File: src/rtl/sorter_pkg.sv
// Shared constants and helpers for the sorter pipeline.
package sorter_pkg;

  localparam int unsigned DefWidth = 32;
  localparam int unsigned DefN     = 8;

  // Largest two's-complement value of the given width (valid for width <= 64).
  function automatic logic [63:0] pad_max(int unsigned width);
    return (64'd1 << (width - 1)) - 64'd1;
  endfunction

  // Bits needed to hold an element count in 0..n.
  function automatic int unsigned count_w(int unsigned n);
    return $clog2(n + 1);
  endfunction

endpackage

File: src/rtl/vec_reg.sv
// Output holding register with valid/ready: load sets valid, a handshake without load clears it.
module vec_reg #(
  parameter int unsigned Width = 256
) (
  input  logic             clk,
  input  logic             rst,
  input  logic             load_i,
  input  logic [Width-1:0] data_i,
  input  logic             ready_i,
  output logic             valid_o,
  output logic [Width-1:0] data_o
);

  logic             valid_q, valid_d;
  logic [Width-1:0] data_q, data_d;

  always_comb begin
    data_d  = data_q;
    valid_d = valid_q;
    if (load_i) begin
      data_d  = data_i;
      valid_d = 1'b1;
    end else if (valid_q && ready_i) begin
      valid_d = 1'b0;
    end
  end

  always_ff @(posedge clk or posedge rst) begin
    if (rst) begin
      valid_q <= 1'b0;
      data_q  <= '0;
    end else begin
      valid_q <= valid_d;
      data_q  <= data_d;
    end
  end

  assign valid_o = valid_q;
  assign data_o  = data_q;

endmodule

File: src/rtl/sort_loader.sv
// sort_loader: packs N signed words into a flat frame via a collector plus output register.
// Define SORT_LOADER_FLUSH_EN to add in_last/out_count and max-value padding of short frames.
module sort_loader
  import sorter_pkg::*;
#(
  parameter int unsigned WIDTH = DefWidth,
  parameter int unsigned N     = DefN
) (
  input  logic                  clk,
  input  logic                  rst,
  input  logic [WIDTH-1:0]      in_data,
  input  logic                  in_valid,
  output logic                  in_ready,
`ifdef SORT_LOADER_FLUSH_EN
  input  logic                  in_last,
  output logic [count_w(N)-1:0] out_count,
`endif
  output logic [N*WIDTH-1:0]    out_data,
  output logic                  out_valid,
  input  logic                  out_ready
);

  localparam int unsigned CntW = $clog2(N);
`ifdef SORT_LOADER_FLUSH_EN
  localparam int unsigned CW = count_w(N);
  localparam logic [WIDTH-1:0] PadVal = WIDTH'(pad_max(WIDTH));
  localparam int unsigned VecW = N * WIDTH + CW;
`else
  localparam int unsigned VecW = N * WIDTH;
`endif

  logic [WIDTH-1:0]   col_q [N];
  logic [WIDTH-1:0]   col_d [N];
  logic [CntW-1:0]    cnt_q, cnt_d;
  logic               col_full_q, col_full_d;
  logic [N*WIDTH-1:0] frame, col_flat, load_data;
  logic               in_hs, out_free, last_hit, load;
  logic [VecW-1:0]    load_vec, out_vec;

  assign in_ready = !col_full_q;
  assign in_hs    = in_valid && in_ready;
  assign out_free = !out_valid || out_ready;

`ifdef SORT_LOADER_FLUSH_EN
  assign last_hit = (cnt_q == CntW'(N - 1)) || in_last;
`else
  assign last_hit = (cnt_q == CntW'(N - 1));
`endif

  // Frame as it would look if the incoming word completes it right now.
  always_comb begin
    for (int i = 0; i < N; i++) begin
      col_flat[i*WIDTH +: WIDTH] = col_q[i];
      frame[i*WIDTH +: WIDTH]    = col_q[i];
      if (CntW'(i) == cnt_q) begin
        frame[i*WIDTH +: WIDTH] = in_data;
`ifdef SORT_LOADER_FLUSH_EN
      end else if (CntW'(i) > cnt_q) begin
        frame[i*WIDTH +: WIDTH] = PadVal;
`endif
      end
    end
  end

  always_comb begin
    cnt_d      = cnt_q;
    col_full_d = col_full_q;
    col_d      = col_q;
    load       = 1'b0;
    load_data  = frame;
    if (col_full_q) begin
      if (out_free) begin
        load       = 1'b1;
        load_data  = col_flat;
        col_full_d = 1'b0;
      end
    end else if (in_hs) begin
      if (last_hit) begin
        cnt_d = '0;
        if (out_free) begin
          load = 1'b1;
        end else begin
          col_full_d = 1'b1;
          for (int i = 0; i < N; i++) col_d[i] = frame[i*WIDTH +: WIDTH];
        end
      end else begin
        cnt_d        = cnt_q + CntW'(1);
        col_d[cnt_q] = in_data;
      end
    end
  end

  always_ff @(posedge clk or posedge rst) begin
    if (rst) begin
      cnt_q      <= '0;
      col_full_q <= 1'b0;
      for (int i = 0; i < N; i++) col_q[i] <= '0;
    end else begin
      cnt_q      <= cnt_d;
      col_full_q <= col_full_d;
      col_q      <= col_d;
    end
  end

`ifdef SORT_LOADER_FLUSH_EN
  logic [CW-1:0] col_cnt_q, frame_cnt, load_cnt;

  assign frame_cnt = CW'(cnt_q) + CW'(1);
  assign load_cnt  = col_full_q ? col_cnt_q : frame_cnt;

  always_ff @(posedge clk or posedge rst) begin
    if (rst) begin
      col_cnt_q <= '0;
    end else if (!col_full_q && in_hs && last_hit && !out_free) begin
      col_cnt_q <= frame_cnt;
    end
  end

  assign load_vec  = {load_cnt, load_data};
  assign out_count = out_vec[VecW-1 -: CW];
`else
  assign load_vec = load_data;
`endif

  vec_reg #(
    .Width(VecW)
  ) u_out_reg (
    .clk    (clk),
    .rst    (rst),
    .load_i (load),
    .data_i (load_vec),
    .ready_i(out_ready),
    .valid_o(out_valid),
    .data_o (out_vec)
  );

  assign out_data = out_vec[N*WIDTH-1:0];

endmodule

File: config.mk
export PLATFORM = sky130hd
export DESIGN_NAME = sort_loader
export DESIGN_NICKNAME = d
export VERILOG_FILES = /design/src/rtl/sorter_pkg.sv /design/src/rtl/vec_reg.sv /design/src/rtl/sort_loader.sv
export SDC_FILE = /design/constraint.sdc
export NUM_CORES = 1
export LEC_CHECK = 0
export ABC_AREA = 1
export ABC_CLOCK_PERIOD_IN_PS = 25200
export CORE_MARGIN = 4
export CORE_UTILIZATION = 58
export CTS_CLUSTER_SIZE = 24
export DETAILED_ROUTE_END_ITERATION = 7
export PLACE_DENSITY = 0.81
export REMOVE_ABC_BUFFERS = 1
export SKIP_LAST_GASP = 1
export SYNTH_ARGS = -nofsm -noshare
export SYNTH_HDL_FRONTEND = slang
export SYNTH_SLANG_ARGS = --single-unit
File: constraint.sdc
create_clock -name clk -period 25.2 [get_ports clk]
set_input_delay 5.04 -clock clk [delete_from_list [all_inputs] [get_ports clk]]
set_output_delay 5.04 -clock clk [all_outputs]
set_load 0.02 [all_outputs]
After elaboration in Yosys (flattened, before gate mapping) --
Index checks and enable logic that the tools add are counted. W data, S select, Z words.
Storage, ports and cells: bits in registers 517, logic and storage cells 62, bits of input ports 36
Operators by class: add/sub/neg operators 1, bitwise gates (word level) 2, $lt $le $gt $ge 2, reduce and logical (&&, ||, !) cells 10, muxes and demuxes 26, equal/unequal tests 9
Operators with widths (number):
- $mux W256 | 4
- $mux W32 | 9
- $bwmux W256 | 1
- $demux W32 S3 | 1
- $eq A3 B3 Y1 const A | 4
- $mux W1 | 10
- $eq A2 B3 Y1 const A | 2
- $ge A4 B4 Y1 const B | 1
- $lt A4 B1 Y1 const B | 1
- $not A3 Y4 | 1
- $add A3 B1 Y3 const B | 1
- $eq A1 B3 Y1 const A | 1
- $eq A3 B3 Y1 const B | 1
- $logic_and A1 B1 Y1 | 3
- $logic_not A3 Y1 | 1
- $mux W3 | 1
- $reduce_and A3 Y1 | 1
- $logic_not A1 Y1 | 2
- $ne A2 B2 Y1 const B | 1
- $reduce_and A2 Y1 | 1
- $reduce_bool A2 Y1 | 1
- $logic_or A1 B1 Y1 | 1
- $not A1 Y1 | 1

Logic depth before layout (Yosys ltp) --
word-level depth 7, gate-level depth with buffers 12, mapped depth without buffers 9

Cells and area by module --
From an unflattened synthesis, not the netlist that was laid out.
Unflattened totals: cells, all modules 4342, area total of the unflattened synthesis 28990.3 um^2
By module, submodules not included:
- sort_loader | times used 1, cells an instance 3255, area each 19177.1 um^2
- vec_reg | times used 1, cells an instance 1087, area each 9813.2 um^2

Worst setup path after synthesis --
No wires, ideal clock.
path kind input to register, from input out_ready, to register col_q (netlist bit col_flat[100]), cell stages on the path 9, data required time 25.084 ns, path slack 19.139 ns, buffers on the path 1, arrival 5.945 ns, path through inv_1 > nand2_2 > nand2_2 > nand2_8 > inv_8 > nand2_2 > buf_6 > nand2_1 > nand2_1
Between the ends: word-level cells in the longest chain between the ends 3
RTL lines:
- from (decl) | RTL line sort_loader.sv:20 | input logic out_ready
- $logic_or A1 B1 Y1 | RTL line sort_loader.sv:42 | assign out_free = !out_valid || out_ready;
- $ne A2 B2 Y1 (no line)
- $reduce_and A3 Y1 (no line)
- to (signal assigned) | RTL line sort_loader.sv:101 | col_q <= col_d;
- to (decl) | RTL line sort_loader.sv:32 | logic [WIDTH-1:0] col_q [N];
No other way between the ends. A chain may end at the register's enable or synchronous reset.

==> out/results.tsv <==
stage	metric	value	unit
sta	setup_tns	0	ns
global_routing	grt_pass1_wl	160.5	mm
flow_run	drv.max_cap_violation_count	0	
sta	finalCritPeriodShare	0.3192	
clock_network	clockBufferDepth	3	
synthesis	synth_cell_types	26	
global_routing	antenna_found_initial	4	
placed_design	place_inst	5292	
sta	timing.fmax	124.3	MHz
synthesis	synth_cells	4564	
floorplan	num_rows	82	
min_path	hold_start	col_flat[98]$_DFFE_PP0P_	
setup_path	crit_required	25.85	ns
clock_network	worstSkewPairLatency	0.63	ns
synthesis	ys_seq_elements	517	
synthesis	synthArstFlopShare	1.000	
synthesis	yosysTopAreaCellShare	0.4366	
global_routing	track_usage	0.3814	
sta	rsz0062_at_grt	no	
global_routing	grt_max_degree	160	
clock_network	numCtsBuffers	55	
setup_path	worstSetupStartpointType	primary input	
route	dr.pass1.iters	7	
clock_network	cts_resized	0	
setup_path	r2r-start	cnt_q[1]$_DFFE_PP0P_	
route	wl_per_cell	19.80	µm
sta	slew_viol_final	0	
clock_network	cts_hold_buf	0	
sta	finalSetupViolations	0	
setup_path	r2r_end	col_flat[191]$_DFFE_PP0P_	
synthesis	synth_edf_count	0	
sta	finalHoldWorstSlack	0.4723	ns
setup_path	r2r_cells	9	
finish	nets	4719	
synthesis	syn_avg_cell_area	6.493	µm²
floorplan	fp.dieW	234.0	µm
route	drt_iter0_drc	4798	
pwr	total_power	0.004107	W
min_path	hold_class	register to register	
floorplan	num_io_pins	294	
min_path	hold_end	col_flat[98]$_DFFE_PP0P_	
clock_network	clock_sinks	517	
floorplan	initial_utilization	0.5882	
clock_network	cts_root_buffer	clkbuf_16	
finish	fin_cells	5395	
clock_network	cts_tree	done	
floorplan	die_h	234.0	µm
pwr	p_leak	19.72	nW
floorplan	dieArea	54770	µm²
sta	hold_viol_final	0	
synthesis	synthTopCellsByArea	dfrtp_1, nand2_1, nand3_1, inv_1, a21oi_1	
run_status	status	finished, final reports clean	
min_path	worstHoldPathCells	2	
finish	fillCellCount	4339	
synthesis	synth_top_cell_by_area	dfrtp_1	
route	totalWireLength	106.8	mm
sta	skew	0.02151	ns
finish	synthToLayoutAreaGrowth	15.81	%
setup_path	crit_path_end_kind	async pin	
synthesis	synth_flop_cell	dfrtp_1	
synthesis	ys_warn_count	0	
setup_path	reg2reg_setup_slack	20.72	ns
pwr	p_per_area	119.7	nW/µm²
clock_network	post_cts_buffers	0	
global_routing	grt_pass1_vias	27830	
setup_path	crit_fanout	124	
floorplan	coreArea	50380	µm²
clock_network	path_clk_slew	0.06	ns
route	drc_errors	0	
placed_design	routabilityCongestion	0.9030	
route	vias	30790	
global_routing	grt_overflow	0	
pwr	ir_drop	0.00007759	V
synthesis	netlist_area	29630	µm²
sta	worst_pin_slew	1.369	ns
synthesis	yosys-top-cells-count	nand2_1, dfrtp_1, nand3_1, inv_1, a21oi_1	
placed_design	hpwl	61.61	mm
route	via_per_inst	5.707	
sta	maxSlewHeadroom	0.08430	
finish	multi_input_area	14160	µm²
synthesis	seq_area_frac_synth	0.4366	
placed_design	io_buffers	293	
setup_path	crit_path_start	rst	
setup_path	crit_arrival	8.70	ns
synthesis	yosysMostFrequentCell	nand2_1	
finish	drive_gt1_frac	0.04405	
sta	period_minus_slack	8.045	ns
route	drtAntennaViolNets	0	
clock_network	h-tree-depth	2	
setup_path	crit_type	primary input to async pin	
finish	seq_area	12940	µm²
==> layer usage <==
| metal | vias up | global-route usage | wire [µm] |
|---|---|---|---|
| met3 | 359 | 0.1250 | 16290 |
| met1 | 14070 | 0.5153 | 39350 |
| li1 | 14170 | - | - |
| met2 | 2183 | 0.5356 | 43620 |
| met5 | - | 0 | 23 |
| met4 | 4 | 0.2273 | 7510 |
==> kinds of logic after synthesis <==
group / share of synthesized area
simple gates: 0.4293
compound gates: 0.04446
flops: 0.4366
fa+ha+maj: 0.002533
buf+inv: 0.08715
==> critical path, stage by stage <==
cell             delay, ns
clkdlybuf4s50_1       0.49
inv_8                 0.60
buf_4                 0.81
buf_4                 0.78
buf_4                 0.75
==> through the flow <==
step	worst slack, ns	area (µm²)	utilization
after floorplan	5.718	28230	-
after global placement	16.43	32390	0.6430
after detailed placement	16.41	32390	0.6430
after CTS	17.06	34320	0.6812
after global routing	16.67	34320	0.6812
final	17.15	34320	0.6812
==> final cells by class <==
type | instances | area share
antenna | 1 | 0.00007292
clock buffer | 80 | 0.04721
clock inverter | 22 | 0.008787
inverter | 312 | 0.03475
multi-input combinational | 3457 | 0.4128
sequential | 517 | 0.3771
tap | 672 | 0.02450
timing repair buffer | 334 | 0.09479
==> worst max-delay path by stage <==
stage | end | slack (ns) | cells after the start
floorplan | cnt_q[0]$_DFFE_PP0P_ | 5.72 | 1
global placement | u_out_reg.data_o[71]$_DFFE_PP0P_ | 16.43 | 5
detailed placement | u_out_reg.data_o[86]$_DFFE_PP0P_ | 16.41 | 5
CTS | u_out_reg.data_o[86]$_DFFE_PP0P_ | 17.06 | 5
global route | u_out_reg.data_o[70]$_DFFE_PP0P_ | 16.67 | 5
finish | u_out_reg.data_o[83]$_DFFE_PP0P_ | 17.15 | 5
==> state kept, by name, indices dropped and copies added, names as in the netlist <==
name               count
cnt_q                  3
col_flat             256
u_out_reg.valid_o      1
u_out_reg.data_o     256
col_full_q             1
==> cells in the final DEF (no fill, tap or decap), types with 2 or more instances in the layout <==
master           synthesis  layout
o21ai_1                 22      22
clkinv_2                 1      11
ha_2                     0       3
nor2_1                  36      36
clkbuf_16                0      55
a21oi_1                193     193
o21ai_0                 45      45
nand3_1                423     423
clkdlybuf4s50_1          0     293
inv_2                    7       7
nand2_2                 10       8
nor2_2                  33      32
nor2_4                   7       8
inv_8                    1       2
clkinvlp_4               0       2
dfrtp_1                517     515
clkbuf_1                58      10
nand2_4                  5       5
clkbuf_8                 0      15
nand2_1               2674    2674
inv_4                    2       2
ha_1                     6       2
inv_6                    0       3
buf_4                   26      40
nand2_8                  1       3
bufinv_16                0       7
inv_1                  301     300
==> where the power goes <==
group	internal, W	switching, W	leakage, nW
clock network	0.000517	0.000357	0.949
logic	0.000642	0.00121	11.9
registers	0.00116	0.000218	6.91
total	0.00232	0.00179	19.7
Note: power is estimated with default switching activity, not from simulation.
